`config.mk`:
```
export PLATFORM = sky130hd
export DESIGN_NAME = display_mux_7seg
export DESIGN_NICKNAME = d
export VERILOG_FILES = /design/src/rtl/seg7_pkg.sv /design/src/rtl/seg7_decode.sv /design/src/rtl/display_mux_7seg.sv
export SDC_FILE = /design/constraint.sdc
export NUM_CORES = 1
export LEC_CHECK = 0
export ABC_AREA = 0
export BUFFER_PORTS_ARGS = -buffer_cell sky130_fd_sc_hd__buf_2
export CAP_MARGIN = 25
export CORE_AREA = 2 2 77 79
export CTS_CLUSTER_DIAMETER = 80
export DETAILED_ROUTE_END_ITERATION = 16
export DIE_AREA = 0 0 79 81
export PLACE_DENSITY = 0.82
export SLEW_MARGIN = 20
export SYNTH_ARGS = -nofsm -noshare
export SYNTH_HDL_FRONTEND = slang
export SYNTH_SLANG_ARGS = --single-unit
```
`constraint.sdc`:
```
create_clock -name clk -period 1.68 [get_ports clk]
set_input_delay 0.168 -clock clk [delete_from_list [all_inputs] [get_ports clk]]
set_output_delay 0.168 -clock clk [all_outputs]
set_load 0.01 [all_outputs]
```
`src/rtl/seg7_pkg.sv`:
```
// seg7_pkg: shared 7-segment type and constants, segments {a,b,c,d,e,f,g} with a in bit 6.
package seg7_pkg;
  typedef logic [6:0] seg_t;
  localparam seg_t SEG_BLANK = 7'b0000000;
  localparam seg_t SEG_ALL   = 7'b1111111;
  localparam seg_t SEG_DASH  = 7'b0000001;
endpackage

```
`src/rtl/seg7_decode.sv`:
```
// seg7_decode: combinational BCD to active-high segment table; non-BCD codes show a dash.
module seg7_decode
  import seg7_pkg::*;
(
  input  logic [3:0] i_bcd,
  output seg_t       o_seg
);
  always_comb begin
    o_seg = SEG_DASH;
    case (i_bcd)
      4'd0: o_seg = 7'b1111110;
      4'd1: o_seg = 7'b0110000;
      4'd2: o_seg = 7'b1101101;
      4'd3: o_seg = 7'b1111001;
      4'd4: o_seg = 7'b0110011;
      4'd5: o_seg = 7'b1011011;
      4'd6: o_seg = 7'b1011111;
      4'd7: o_seg = 7'b1110000;
      4'd8: o_seg = 7'b1111111;
      4'd9: o_seg = 7'b1110011;
      default: o_seg = SEG_DASH;
    endcase
  end
endmodule

```
`src/rtl/display_mux_7seg.sv`:
```
// display_mux_7seg: scanned N-digit BCD display with tear-free shadow load, lamp test and blanking.
// Define DISPLAY_MUX_LZ_BLANK_EN to blank leading zeros (digit 0 always shown).
module display_mux_7seg
  import seg7_pkg::*;
#(
  parameter int N_DIGITS = 4,
  parameter int CLK_DIV  = 50000
) (
  input  logic                  clk,
  input  logic                  rst_n,
  input  logic [4*N_DIGITS-1:0] bcd_in,
  input  logic                  load,
  input  logic                  lt,
  input  logic                  bi,
  output seg_t                  seg_out,
  output logic [N_DIGITS-1:0]   an_out,
  output logic                  frame_tick
);
  localparam int SW = N_DIGITS > 1 ? $clog2(N_DIGITS) : 1;
  localparam int PW = CLK_DIV > 1 ? $clog2(CLK_DIV) : 1;
  localparam logic [SW-1:0] SCAN_LAST = SW'(N_DIGITS - 1);
  localparam logic [PW-1:0] PRE_LAST = PW'(CLK_DIV - 1);
  localparam logic [N_DIGITS-1:0] AN_ONE = N_DIGITS'(1);
  logic [PW-1:0] r_pre;
  logic [SW-1:0] r_scan;
  logic [4*N_DIGITS-1:0] r_pending, r_active;
  logic r_pend_flag;
  logic w_adv, w_wrap, w_lz;
  logic [3:0] w_digit;
  seg_t w_dec, w_seg;
  logic [N_DIGITS-1:0] w_an;
  assign w_adv = r_pre == PRE_LAST;
  assign w_wrap = w_adv && r_scan == SCAN_LAST;
  assign w_digit = r_active[{r_scan, 2'b00} +: 4];
  seg7_decode u_dec (.i_bcd(w_digit), .o_seg(w_dec));
`ifdef DISPLAY_MUX_LZ_BLANK_EN
  logic [N_DIGITS-1:0] w_lz_mask;
  logic w_zero_run;
  // Walk down from the top digit; a digit is blanked while every digit above it is zero.
  always_comb begin
    w_zero_run = 1'b1;
    w_lz_mask = '0;
    for (int k = N_DIGITS - 1; k > 0; k--) begin
      w_zero_run = w_zero_run && r_active[4*k +: 4] == 4'd0;
      w_lz_mask[k] = w_zero_run;
    end
  end
  assign w_lz = w_lz_mask[r_scan];
`else
  assign w_lz = 1'b0;
`endif
  assign w_seg = lt ? SEG_ALL : (!bi || w_lz) ? SEG_BLANK : w_dec;
  assign w_an = (!lt && !bi) ? '0 : AN_ONE << r_scan;
  always_ff @(posedge clk or negedge rst_n) begin
    if (!rst_n) begin
      r_pre       <= '0;
      r_scan      <= '0;
      r_pending   <= '0;
      r_active    <= '0;
      r_pend_flag <= 1'b0;
      seg_out     <= SEG_BLANK;
      an_out      <= '0;
      frame_tick  <= 1'b0;
    end else begin
      r_pre <= w_adv ? '0 : r_pre + 1'b1;
      if (w_adv) r_scan <= w_wrap ? '0 : r_scan + 1'b1;
      // Old pending value moves on the wrap; a same-cycle load stays pending for the next frame.
      if (w_wrap && r_pend_flag) r_active <= r_pending;
      if (load) r_pending <= bcd_in;
      r_pend_flag <= load || (r_pend_flag && !w_wrap);
      seg_out     <= w_seg;
      an_out      <= w_an;
      frame_tick  <= w_wrap;
    end
  end
endmodule

```
Word level (Yosys, flattened, before mapping)
Memories as Yosys holds them, arrays and structs flattened.
Index checks and enable logic that the tools add are counted.
{ "word_totals": {"register_bits": 63, "rom_bits": 112, "output_inout_bits": 12, "wordCells": 28, "mem_count": 1} }
{ "op_classes": {"addsub": 2, "eq_ne": 2, "shifts": 2, "mux": 5, "n_reduce_logical": 8} }
{ "mem_list": {"columns": ["memory", "words", "width", "read_ports", "rd_clocked_by_memory_dff", "wr", "line_no", "text"], "rows": [
  ["(no name shown)", 16, 7, 1, 0, 0, "seg7_decode.sv:10", "case (i_bcd)"]
]} }
{ "ops": {"columns": ["cell", "count"], "rows": [
  ["$add 16x1->16 const B", 1],
  ["$eq 16x16->1 const B", 1],
  ["$mux 16", 1],
  ["$shiftx 16x5->4", 1],
  ["$mux 7", 2],
  ["$logic_and 1x1->1", 4],
  ["$mux 4", 1],
  ["$shl 1x2->4 const A", 1],
  ["$logic_not 1->1", 3],
  ["$add 2x1->2 const B", 1],
  ["$eq 2x2->1 const B", 1],
  ["$mux 2", 1],
  ["$logic_or 1x1->1", 1]
]} }

Logic depth before layout (Yosys ltp)
{ "logic_depth": {"depth_word": 5, "depth_mapped": 7, "mapped_depth_nobuf": 6} }

Hierarchy
Synthesis repeated with hierarchy kept, for this count alone.
{ "unflattened": {"cells_unflattened": 212, "area_unflattened_um2": 2821.5} }
{ "by_module_without_submodules": {"columns": ["module", "instances", "cells_per_inst", "area_each_um2", "seq_area_each_um2"], "rows": [
  ["display_mux_7seg", 1, 184, 2635.0, 1576.5],
  ["seg7_decode", 1, 28, 186.4, 0.0]
]} }

Worst setup path before layout
Ideal clock, no wire load.
{ "synth_path": {"path_kind": "register -> register", "from": "register r_pre[0]", "to": "register r_active[10]", "setup_time_ps": 125, "arrival_ps": 1712, "required_time_ps": 1555, "setup_slack_ps": -158, "path_stages_with_launch": 8, "n_path_buf": 2, "period_less_slack_ps": 1838, "path_cell_list": "dfrtp_1 ha_1 and3_1 and4_4 and3_4 buf_6 buf_12 mux2_4"} }
{ "synth_via": {"elab_chain_len": 3} }
{ "synth_lines": {"columns": ["element", "line_no", "text"], "rows": [
  ["start: declaration", "display_mux_7seg.sv:24", "logic [PW-1:0] r_pre;"],
  ["start signal: assignment", "display_mux_7seg.sv:65", "r_pre <= w_adv ? '0 : r_pre + 1'b1;"],
  ["$eq 16x16->1", "display_mux_7seg.sv:32", "assign w_adv = r_pre == PRE_LAST;"],
  ["$logic_and 1x1->1", "display_mux_7seg.sv:33", "assign w_wrap = w_adv && r_scan == SCAN_LAST;"],
  ["$logic_and 1x1->1", "display_mux_7seg.sv:68", "if (w_wrap && r_pend_flag) r_active <= r_pending;"],
  ["end signal: assignment", "display_mux_7seg.sv:68", null],
  ["end: declaration", "display_mux_7seg.sv:26", "logic [4*N_DIGITS-1:0] r_pending, r_active;"]
]} }
Every way passes these cells.
A chain may end at the register's enable or synchronous reset.

Worst setup path after layout
{ "layout_path": {"from": "register r_pre[4]", "to": "register r_active[14]"} }
Same word-level chain as after synthesis.

==> flow_summary_export.csv <==
group,metric,value,unit
worst_setup_path,r2r-start,"r_pre[4]$_DFF_PN0_",
worst_setup_path,critical-path-slowest-cell,"dfrtp_1",
finish,area_growth,31.6,%
timing,tightest_slew,0.530,ns
detailed_routing,first_iter_violations,73,
worst_setup_path,cp_max_fo,12,
worst_setup_path,reg2reg_depth,5,
timing,timing.final.ws_setup,-0.0687,ns
detailed_routing,drc_errors,0,
floorplan,die_y,81,µm
logic_synthesis,synth_edf_count,0,
finish,layout_commonest_cell,"dfrtp_1",
floorplan,ios,33,
grt,grt_max_degree,42,
finish,multi_input_area,0.00129,mm²
finish,regArea,0.00158,mm²
worst_setup_path,worstPathRequired,1.91,ns
finish,finish.utilization,64.9,%
detailed_routing,final_antenna_net_count,0,
timing,timing.fmax,0.572,GHz
logic_synthesis,synthCells,210,
status,status,"complete, but fails checks",
clocking,clock_latency,0.35,ns
finish,fillers,426,
pwr,power.leakage,0.00168,µW
detailed_routing,viasPerCell,5.13,
logic_synthesis,ys.flop_type,"dfrtp_1",
status,violations,"setup timing",
worst_setup_path,slowest_delay,0.41,ns
clocking,cts_tree,"built",
logic_synthesis,synth-seq-area-share,56.4,%
worst_setup_path,end_kind,"flip-flop",
grt,antenna_found_initial,0,
worst_setup_path,path_buf_inv,1,
placed_design,gp_congestion,0.812,
worst_setup_path,critPathLaunchType,"flip-flop",
timing,fin_tns_setup,-1.07,ns
timing,hold_viol,0,
logic_synthesis,synthArstFlopShare,100,%
flow_run,cap_violations,0,
timing,rsz0062_at_grt,"true",
finish,antenna_cells,0,
grt,grt.total_usage,18.5,%
worst_setup_path,reg2reg_slack,-0.07,ns
timing,period_needed,1.75,ns
placed_design,dpl.hpwl,3310,µm
floorplan,core,0.00568,mm²
logic_synthesis,synth_cell_type_count,40,
logic_synthesis,synth_nets,241,
logic_synthesis,syn_avg_cell_area,13.3,µm²
worst_setup_path,startpoint,"r_pre[4]$_DFF_PN0_",
finish,drive_above_1_share,49.3,%
clocking,htree_levels,3,
timing,setup_viol,19,
timing,whs,0.0438,ns
timing,slew_violations,0,
worst_setup_path,r2r_end,"r_active[14]$_DFFE_PN0P_",
worst_setup_path,critical_path_arrival,1.98,ns
logic_synthesis,syn-cell-area,0.00280,mm²
clocking,clkSlewWorstSetupHoldPaths,0.07,ns
clocking,clock_sinks,63,
pwr,ir_drop,0.602,mV
clocking,root_buffer,"clkbuf_8",
pwr,powerDensity,880,mW/mm²
finish,final_cell_mix,"62 x dfrtp_1, 32 x buf_2, 27 x buf_4, 16 x mux2_2, 14 x nor2_1",
logic_synthesis,synth-seq-cells,63,
timing,timing.final.crit_share,104,%
placed_design,pre_cts_ws,-0.160,ns
finish,nNetsFinal,310,
logic_synthesis,ys_warn_count,0,
grt,grt_pass1_vias,1911,
worst_setup_path,worstSetupPathType,"reg -> reg",
clocking,cts_buffer_depth,2,
min_path,hp-class,"in -> reg",
floorplan,die_area,0.00640,mm²
detailed_routing,dr_total_vias,1840,
detailed_routing,wl_per_cell,14.8,µm
timing,slew_headroom,64.7,%
floorplan,start_util,49.3,%
worst_setup_path,worst-path-stages,5,
grt,grt_pass1_wl,8850,µm
detailed_routing,finalWirelength,5300,µm
detailed_routing,first_pass_iters,4,
grt,grt_overflow,0,
worst_setup_path,crit_path_end,"r_active[14]$_DFFE_PN0P_",
worst_setup_path,cp_cell_sequence,"nor4b_4 > and4_4 > and3_4 > buf_12 > mux2_4",
floorplan,die_x,79,µm
placed_design,port_buffers,32,
clocking,cts-buffers-inserted,9,
floorplan,num_rows,28,
worst_setup_path,critPathTopFamily,"simple AND/OR/NAND/NOR gates",
timing,clock_skew,0.00587,ns
## how the worst min path moves through the flow
| stage | startpoint | to | slack [ns] | cells after the start |
|---|---|---|---|---|
| floorplan | rst_n | an_out[0]$_DFF_PN0_ | -0.13 | 0 |
| CTS | bcd_in[15] | r_pending[15]$_DFFE_PN0P_ | 0.03 | 2 |
| global route | bcd_in[15] | r_pending[15]$_DFFE_PN0P_ | 0.04 | 2 |
| global placement | rst_n | r_pre[14]$_DFF_PN0_ | 0.17 | 1 |
| finish | bcd_in[15] | r_pending[15]$_DFFE_PN0P_ | 0.04 | 2 |
| detailed placement | rst_n | r_pre[14]$_DFF_PN0_ | 0.18 | 1 |
## layer usage
| metal | share of wire, % | up-vias | track usage, % |
|---|---|---|---|
| met5 | 0 | - | 0 |
| met4 | 2.9 | 0 | 11.4 |
| met3 | 3.5 | 11 | 4.22 |
| met2 | 48 | 35 | 29.8 |
| met1 | 45 | 924 | 22.9 |
| li1 | - | 870 | - |
## timing repair
item,CTS,global route
endpoints found under the setup margin,26,28
hold endpoints to repair,22,0
buffers inserted,4,4
hold buffers,1,0
pin swaps,6,7
gates resized for setup,18,13
## flip-flops by register name (all words and copies together), names as in the netlist
register,flops
r_active,16
r_pre,16
r_pend_flag,1
frame_tick,1
r_pending,16
an_out,4
seg_out,7
r_scan,2
## synthesized netlist by cell type, types with 2 or more instances
| cell | count | area [µm²] |
|---|---|---|
| a21oi_1 | 5 | 25.0 |
| a31oi_1 | 2 | 12.5 |
| and3_1 | 3 | 18.8 |
| buf_2 | 2 | 10.0 |
| clkbuf_1 | 2 | 7.51 |
| dfrtp_1 | 63 | 1580 |
| ha_1 | 10 | 125 |
| inv_1 | 7 | 26.3 |
| mux2_1 | 6 | 67.6 |
| mux2_2 | 16 | 180 |
| mux2_4 | 10 | 150 |
| mux4_2 | 4 | 90.1 |
| nand2_1 | 9 | 33.8 |
| nand2b_1 | 2 | 12.5 |
| nand3_1 | 5 | 25.0 |
| nand4_1 | 2 | 12.5 |
| nor2_1 | 15 | 56.3 |
| nor2b_1 | 5 | 31.3 |
| nor4_1 | 2 | 12.5 |
| nor4bb_1 | 2 | 20.0 |
| o21ai_0 | 3 | 15.0 |
| o21ai_1 | 7 | 35.0 |
| xnor2_1 | 6 | 52.6 |
| xor2_1 | 6 | 52.6 |
## layout make-up
type / count / share of cell area (%)
clock buffer: 10 / 3.74
sequential: 63 / 42.8
timing repair buffer: 65 / 12.4
clock inverter: 6 / 2.51
inverter: 8 / 1.02
tap: 75 / 2.55
multi-input combinational: 132 / 35.0
## report_power, final
part           total [µW]  internal, µW  switching [µW]
Combinational         143          70.6            72.1
Clock                1510           882             627
Sequential           1590          1560            23.1
## logic make-up after synthesis
group,share of synthesized area [%]
DFF,56.4
and+or+nand+nor,10.7
muxes,17.8
AOI/OAI and AO/OA,3.98
buffers and inverters,2.95
xor gates and xnor gates,3.76
adders and majority gates,4.47
## stage by stage
stage,std cells,cell area (µm²),power [µW]
detailed placement,334,3220,1760
CTS,355,3570,3260
global placement,334,3220,1750
floorplan,210,2830,1670
finish,359,3680,3240
global route,359,3680,3340
(Power assumes the default switching activity.)
